File: config.mk
export PLATFORM = sky130hd
export DESIGN_NAME = token_controller_flat
export DESIGN_NICKNAME = d
export VERILOG_FILES = /design/src/rtl/token_controller_if.sv /design/src/rtl/token_controller.sv /design/src/flat_wrapper.sv
export SDC_FILE = /design/constraint.sdc
export NUM_CORES = 1
export LEC_CHECK = 0
export ABC_AREA = 1
export CAP_MARGIN = 20
export CELL_PAD_IN_SITES_DETAIL_PLACEMENT = 1
export CELL_PAD_IN_SITES_GLOBAL_PLACEMENT = 1
export CORE_UTILIZATION = 42
export CTS_CLUSTER_DIAMETER = 100
export CTS_CLUSTER_SIZE = 8
export DETAILED_ROUTE_END_ITERATION = 16
export MAX_ROUTING_LAYER = met4
export PLACE_DENSITY_LB_ADDON = 0.1
export SYNTH_ARGS = -nofsm -noshare
export SYNTH_HDL_FRONTEND = slang
export SYNTH_SLANG_ARGS = --single-unit
File: constraint.sdc
create_clock -name clk -period 34.2 [get_ports clk]
set_input_delay 6.84 -clock clk [delete_from_list [all_inputs] [get_ports clk]]
set_output_delay 6.84 -clock clk [all_outputs]
set_load 0.02 [all_outputs]
File: src/rtl/token_controller_if.sv
// Axon-event valid/ready channel from the tick sequencer to the crossbar/neuron datapath.
interface token_controller_if #(
    parameter int AXON_ID_W = 8
) ();
    logic                 axon_valid;
    logic [AXON_ID_W-1:0] axon_id;
    logic                 axon_ready;

    modport master (output axon_valid, output axon_id, input axon_ready);
    modport slave  (input axon_valid, input axon_id, output axon_ready);
endinterface

File: src/rtl/token_controller.sv
// Per-tick sequencer: reads the tick's spike vector, dispatches active axons lowest-first,
// runs the neuron phase, then clears/advances the scheduler. Also tracks overruns and errors.
module token_controller #(
    parameter int NUM_AXONS    = 256,
    parameter int AXON_ID_W    = 8,
    parameter int SCHED_RD_LAT = 1
) (
    input  logic                 clk,
    input  logic                 rst,
    input  logic                 tick_in,
    output logic                 sched_read_request,
    input  logic [NUM_AXONS-1:0] sched_spikes,
    output logic                 sched_clear_request,
    input  logic                 sched_error,
    output logic                 sched_error_ack,
    token_controller_if.master   axon,
    output logic                 neuron_start,
    input  logic                 neuron_done,
    output logic                 tick_done,
    output logic                 busy,
    output logic [AXON_ID_W:0]   spike_count,
    output logic [7:0]           overrun_count,
    output logic                 err_seen
);

    typedef enum logic [2:0] {
        S_IDLE,
        S_RD_REQ,
        S_RD_WAIT,
        S_SCAN,
        S_NEURON,
        S_CLEAR,
        S_DONE
    } state_t;

    localparam logic [7:0] WAIT_LAST = 8'(SCHED_RD_LAT - 1);

    state_t                 state_q, state_d;
    logic [NUM_AXONS-1:0]   vec_q, vec_d;
    logic [AXON_ID_W:0]     cnt_q, cnt_d;
    logic [7:0]             wait_q, wait_d;
    logic                   nfirst_q, nfirst_d;
    logic [7:0]             over_q, over_d;
    logic                   err_seen_q, err_seen_d;
    logic                   ack_q, ack_d;
    logic                   armed_q, armed_d;

    logic [AXON_ID_W-1:0]   sel_id;
    logic                   enc_hit;
    logic                   any_c;
    logic                   valid_c, rdreq_c, clear_c, nstart_c, done_c;

    // Lowest set bit wins.
    always_comb begin
        sel_id  = '0;
        enc_hit = 1'b0;
        for (int unsigned i = 0; i < NUM_AXONS; i++) begin
            if (vec_q[i] && !enc_hit) begin
                sel_id  = AXON_ID_W'(i);
                enc_hit = 1'b1;
            end
        end
    end

    assign any_c = |vec_q;

    always_comb begin
        state_d  = state_q;
        vec_d    = vec_q;
        cnt_d    = cnt_q;
        wait_d   = wait_q;
        nfirst_d = 1'b0;
        valid_c  = 1'b0;
        rdreq_c  = 1'b0;
        clear_c  = 1'b0;
        nstart_c = 1'b0;
        done_c   = 1'b0;
        unique case (state_q)
            S_IDLE: begin
                if (tick_in) state_d = S_RD_REQ;
            end
            S_RD_REQ: begin
                rdreq_c = 1'b1;
                wait_d  = '0;
                state_d = S_RD_WAIT;
            end
            S_RD_WAIT: begin
                if (wait_q == WAIT_LAST) begin
                    vec_d   = sched_spikes;
                    cnt_d   = '0;
                    state_d = S_SCAN;
                end else begin
                    wait_d = wait_q + 1'b1;
                end
            end
            S_SCAN: begin
                valid_c = any_c;
                if (!any_c) begin
                    state_d  = S_NEURON;
                    nfirst_d = 1'b1;
                end else if (axon.axon_ready) begin
                    vec_d[sel_id] = 1'b0;
                    cnt_d         = cnt_q + 1'b1;
                end
            end
            // First NEURON cycle only fires the start pulse; done counts from the second.
            S_NEURON: begin
                nstart_c = nfirst_q;
                if (!nfirst_q && neuron_done) state_d = S_CLEAR;
            end
            S_CLEAR: begin
                clear_c = 1'b1;
                state_d = S_DONE;
            end
            S_DONE: begin
                done_c  = 1'b1;
                state_d = S_IDLE;
            end
            default: state_d = S_IDLE;
        endcase
    end

    always_comb begin
        over_d = over_q;
        if (tick_in && (state_q != S_IDLE) && (over_q != 8'hFF)) over_d = over_q + 1'b1;
    end

    // Ack once per error episode; re-arm only after the error input has been seen low.
    always_comb begin
        err_seen_d = err_seen_q | sched_error;
        ack_d      = 1'b0;
        armed_d    = armed_q;
        if (sched_error) begin
            if (armed_q) begin
                ack_d   = 1'b1;
                armed_d = 1'b0;
            end
        end else begin
            armed_d = 1'b1;
        end
    end

    always_ff @(posedge clk) begin
        if (rst) begin
            state_q    <= S_IDLE;
            vec_q      <= '0;
            cnt_q      <= '0;
            wait_q     <= '0;
            nfirst_q   <= 1'b0;
            over_q     <= '0;
            err_seen_q <= 1'b0;
            ack_q      <= 1'b0;
            armed_q    <= 1'b1;
        end else begin
            state_q    <= state_d;
            vec_q      <= vec_d;
            cnt_q      <= cnt_d;
            wait_q     <= wait_d;
            nfirst_q   <= nfirst_d;
            over_q     <= over_d;
            err_seen_q <= err_seen_d;
            ack_q      <= ack_d;
            armed_q    <= armed_d;
        end
    end

    assign axon.axon_valid     = valid_c;
    assign axon.axon_id        = sel_id;
    assign sched_read_request  = rdreq_c;
    assign sched_clear_request = clear_c;
    assign neuron_start        = nstart_c;
    assign tick_done           = done_c;
    assign busy                = (state_q != S_IDLE);
    assign spike_count         = cnt_q;
    assign overrun_count       = over_q;
    assign err_seen            = err_seen_q;
    assign sched_error_ack     = ack_q;

endmodule
File: src/flat_wrapper.sv
// flat-port wrapper written by rule: the top's interface ports become plain ports
module token_controller_flat 
#(
    parameter int NUM_AXONS    = 256,
    parameter int AXON_ID_W    = 8,
    parameter int SCHED_RD_LAT = 1
)
  (clk, rst, tick_in, sched_read_request, sched_spikes, sched_clear_request, sched_error, sched_error_ack, neuron_start, neuron_done, tick_done, busy, spike_count, overrun_count, err_seen, axon_axon_valid, axon_axon_id, axon_axon_ready);
  token_controller_if #(.AXON_ID_W(AXON_ID_W)) axon_i ();
  input  logic clk;
  input  logic rst;
  input  logic tick_in;
  output logic sched_read_request;
  input  logic [NUM_AXONS-1:0] sched_spikes;
  output logic sched_clear_request;
  input  logic sched_error;
  output logic sched_error_ack;
  output logic neuron_start;
  input  logic neuron_done;
  output logic tick_done;
  output logic busy;
  output logic [AXON_ID_W:0] spike_count;
  output logic [7:0] overrun_count;
  output logic err_seen;
  output wire logic [$bits(axon_i.axon_valid)-1:0] axon_axon_valid;
  output wire logic [$bits(axon_i.axon_id)-1:0] axon_axon_id;
  input wire logic [$bits(axon_i.axon_ready)-1:0] axon_axon_ready;
  assign axon_axon_valid = axon_i.axon_valid;
  assign axon_axon_id = axon_i.axon_id;
  assign axon_i.axon_ready = axon_axon_ready;
  token_controller #(.NUM_AXONS(NUM_AXONS), .AXON_ID_W(AXON_ID_W), .SCHED_RD_LAT(SCHED_RD_LAT)) u_core (.clk(clk), .rst(rst), .tick_in(tick_in), .sched_read_request(sched_read_request), .sched_spikes(sched_spikes), .sched_clear_request(sched_clear_request), .sched_error(sched_error), .sched_error_ack(sched_error_ack), .axon(axon_i), .neuron_start(neuron_start), .neuron_done(neuron_done), .tick_done(tick_done), .busy(busy), .spike_count(spike_count), .overrun_count(overrun_count), .err_seen(err_seen));
endmodule
==> results.txt <==
The run finished with clean final reports. The library cell used most frequently in the layout, excluding fill and tap cells, is sky130_fd_sc_hd__nor2_1. During I/O placement, the number of pins put on the boundary was 295. For this run, asynchronously set or reset flops after synthesis account for 0%. The number of buffers inserted by port buffering was 294. The end of the worst hold path is u_core.sched_error_ack.

Setup violations remaining at the end of the flow were counted as 0. The routed length per instance was 20.7 um; the overall overflow remaining after global route was 0. The worst setup path is launched from a flop. The die span in y was 208 um; the core region area was 41200 um2. The tools report the number of antenna violations at the first check in global routing as 15. Start point of the worst min-delay path: u_core.armed_q. Share of the cycle needed by the critical path after routing: 54.0%.

The worst ir drop on vdd was 0.0553 mV. Sequential share of the synthesized area: 32.5%. The weighted congestion reported at the end of routability-driven placement came out at 0.920. The finished cells cover 22100 um2.

Leaving out fill and tap cells, the most frequent cells in the layout are sky130_fd_sc_hd__nor2_1 (327), sky130_fd_sc_hd__clkdlybuf4s50_1 (293), sky130_fd_sc_hd__dfxtp_1 (288). The detailed-route via count was 20000; the number of vias per cell was 6.02. In this run the power density over the cells is 90.6 nW/um2. In this run the static leakage power is 8.22 nW.

Yosys mapped a number of flops with a built-in enable equal to 0. In the final design database the tool counted 3039 nets. The worst setup path is captured at a primary output. The first global-routing pass estimated 109 mm of wire.

In this run the core area contains 74 standard-cell rows. The tightest min-delay check is of the flop to flop type. TritonCTS built the clock tree.

The via count of the first global-routing pass was 20100; the final count of hold timing violations was 0. In the post-synthesis netlist, the biggest area contributors are sky130_fd_sc_hd__dfxtp_1 (33%), sky130_fd_sc_hd__a22oi_1 (10%), sky130_fd_sc_hd__a21oi_1 (7.8%). The sequential cells in the finished layout cover a total of 5770 um2. The share of layout cells above drive strength 1 is 6.78%, and the area of the multi-input gates is 10300 um2.

For the total wire length, the log shows 68.7 mm. The biggest area contributor in the post-synthesis netlist is sky130_fd_sc_hd__dfxtp_1. Once detailed placement completed, the half-perimeter wirelength came to 49.1 mm. Minimum setup slack among reg-to-reg paths: 22.93 ns. The highest cell delay on the worst timing path is 0.60 ns. The share of Yosys cell area claimed by the top area cell type works out to 32.5%.

The number of DRC violations after detailed routing was 0; the depth of the worst register-to-register path was 94. For this run, the share of the core covered by cells in the final layout is 53.6%. The smallest clock period supported by the final layout is computed as 18.46 ns.

The H-tree generated during clock tree synthesis spans 2 levels. The tree is rooted in a sky130_fd_sc_hd__clkbuf_16. Along the worst hold path, the cell count comes to 2. The area added between synthesis and finish came out at 24.5%. In this run the deepest clock path goes through 3 buffers. Highest-delay cell along the critical path: sky130_fd_sc_hd__clkdlybuf4s50_1.

In the global route stage, overall resource usage came out at 32.0%. The run gives 17700 um2 as the netlist area before placement. The post-CTS setup buffer count was 0; the clock tree skew after final layout was 0.0214 ns.

For the pin with the worst max-slew slack, the measured transition is 1.11 ns. Setup repair after global routing left no endpoint under its margin. Averaged over all synthesized cells, the footprint is 6.96 um2. The tool flagged a number of max-cap violations equal to 0. The critical path in this run is classified as flop to primary output. Die area: 43100 um2. Fill cells in the final layout number 5266. The logs give 0 for the count of yosys warnings during synthesis and 27.36 ns for the required arrival time at the worst endpoint. The detailed router finished its first iteration with 1429 violations.

The worst register-to-register path ends at u_core.vec_q[238]. Once the clock tree was built, the resizer swapped 0 gates to a different size. Clock-pin slew was measured on the worst setup and hold paths at 0.05 ns.

For this run, the detailed router's first-pass iteration total came to 5. The distinct cell type count of the synthesized netlist is 56. In this run, synthesis produced a sequential element count of 288. The logs give 54.2 MHz for the fmax and 25.8% for the worst max-slew margin expressed relative to the limit. For this run, the leading register cell type out of synthesis is sky130_fd_sc_hd__dfxtp_1. The net count after synthesis was 2813. The number of cells produced by synthesis is 2547, and the pin count of the biggest net entering global routing is 109.

The horizontal extent of the die was 208 um. The logs give 0 ns for the final-layout setup total negative slack and 288 for the clock net sink count. At the worst endpoint, the arrival time is 11.62 ns.

The later pin in the worst-skew pair is clocked with a latency of 0.56 ns. In this run, post-CTS hold repair placed 0 buffers. Clock tree synthesis inserted a total of 41 buffers. In this run the remaining antenna-violating nets after routing total 0. The run gives 43.1% as the initial core utilization.

The largest driver fanout on the critical path is 7. The startpoint of the worst register-to-register path was u_core.vec_q[2]. The run gives 21000 um2 as the post-detailed-placement cell area.

The tools report the max-slew violation total from the final report as 0.
power by group:
part           leakage, nW  internal, mW  switching, mW
Clock                0.525         0.215          0.153
Combinational         5.36         0.362          0.743
Sequential            2.34         0.421          0.105
Total                 8.22         0.998           1.00
layer usage:
metal  vias up  GRT usage, %  share of wire [%]
met5         -             -                  0
met4         0          9.16                2.4
met3        92          6.07                6.1
met2       513          53.1                 48
met1      9798          39.4                 43
li1       9583             -                  -
layout make-up:
| class | instances | share of cell area, % |
|---|---|---|
| Clock inverter | 1 | 0.0737 |
| Timing Repair Buffer | 309 | 13.8 |
| Multi-Input combinational cell | 1818 | 46.6 |
| Sequential cell | 288 | 26.1 |
| Inverter | 315 | 5.41 |
| Antenna cell | 15 | 0.170 |
| Clock buffer | 42 | 4.76 |
| Tap cell | 532 | 3.02 |
critical path: cells and delay by family, from the launching register on:
family	cells	cell delay (ns)
flip-flops	1	0.36
AO/OA/AOI/OAI	1	0.11
AND/OR/NAND/NOR	69	8.32
buffers and inverters	22	2.22
logic make-up (layout without fill, tap and decap cells):
logic type,Yosys count,after routing,synth area share [%]
xor gates and xnor gates,2,2,0.0988
DFF,288,288,32.5
adders and majority gates,4,4,0.282
AOI/OAI and AO/OA,738,738,26.9
and+or+nand+nor,1074,1074,30.6
buffers and inverters,441,667,9.61
other,0,15,0
how the worst max path moves through the flow:
stage / endpoint / cells after the start / startpoint / slack [ns]
after floorplan: axon_axon_id[0] / 91 / u_core.vec_q[2] / 18.41
after global placement: axon_axon_id[0] / 92 / u_core.vec_q[2] / 16.95
after detailed placement: axon_axon_id[0] / 92 / u_core.vec_q[2] / 16.40
after CTS: axon_axon_id[0] / 92 / u_core.vec_q[2] / 15.73
after global routing: axon_axon_id[0] / 92 / u_core.vec_q[2] / 14.57
final: axon_axon_id[0] / 92 / u_core.vec_q[2] / 15.74
Yosys cell counts, types with 17 or more instances:
| cell | count |
|---|---|
| sky130_fd_sc_hd__nor4_1 | 35 |
| sky130_fd_sc_hd__inv_1 | 280 |
| sky130_fd_sc_hd__a31oi_1 | 17 |
| sky130_fd_sc_hd__nand3b_1 | 18 |
| sky130_fd_sc_hd__nand4_1 | 146 |
| sky130_fd_sc_hd__nand3_1 | 156 |
| sky130_fd_sc_hd__a22oi_1 | 238 |
| sky130_fd_sc_hd__nor2_4 | 22 |
| sky130_fd_sc_hd__o211ai_1 | 50 |
| sky130_fd_sc_hd__a21oi_1 | 275 |
| sky130_fd_sc_hd__nand2_2 | 23 |
| sky130_fd_sc_hd__nor3_1 | 54 |
| sky130_fd_sc_hd__clkbuf_1 | 105 |
| sky130_fd_sc_hd__nor2_1 | 329 |
| sky130_fd_sc_hd__nand2_1 | 237 |
| sky130_fd_sc_hd__dfxtp_1 | 288 |
| sky130_fd_sc_hd__inv_2 | 27 |
| sky130_fd_sc_hd__o2111ai_1 | 30 |
| sky130_fd_sc_hd__o21ai_0 | 57 |
stage by stage:
stage                     total power, mW  instances  hold slack, ns  worst slack [ns]
after floorplan                      1.24       2547           0.394             18.41
after global placement               1.59       3261           0.396             16.95
after detailed placement             1.62       3261           0.412             16.40
after CTS                            2.00       3304           0.420             15.73
after global routing                 2.14       3320           0.443             14.57
final                                2.00       3320           0.418             15.74
registers in the layout, indices dropped and copies added, names as in the netlist:
signal / count
u_core.state_q: 3
u_core.spike_count: 9
u_core.overrun_count: 8
u_core.nfirst_q: 1
u_core.sched_error_ack: 1
u_core.wait_q: 8
u_core.err_seen: 1
u_core.armed_q: 1
u_core.vec_q: 256
(Power assumes the default switching activity.)
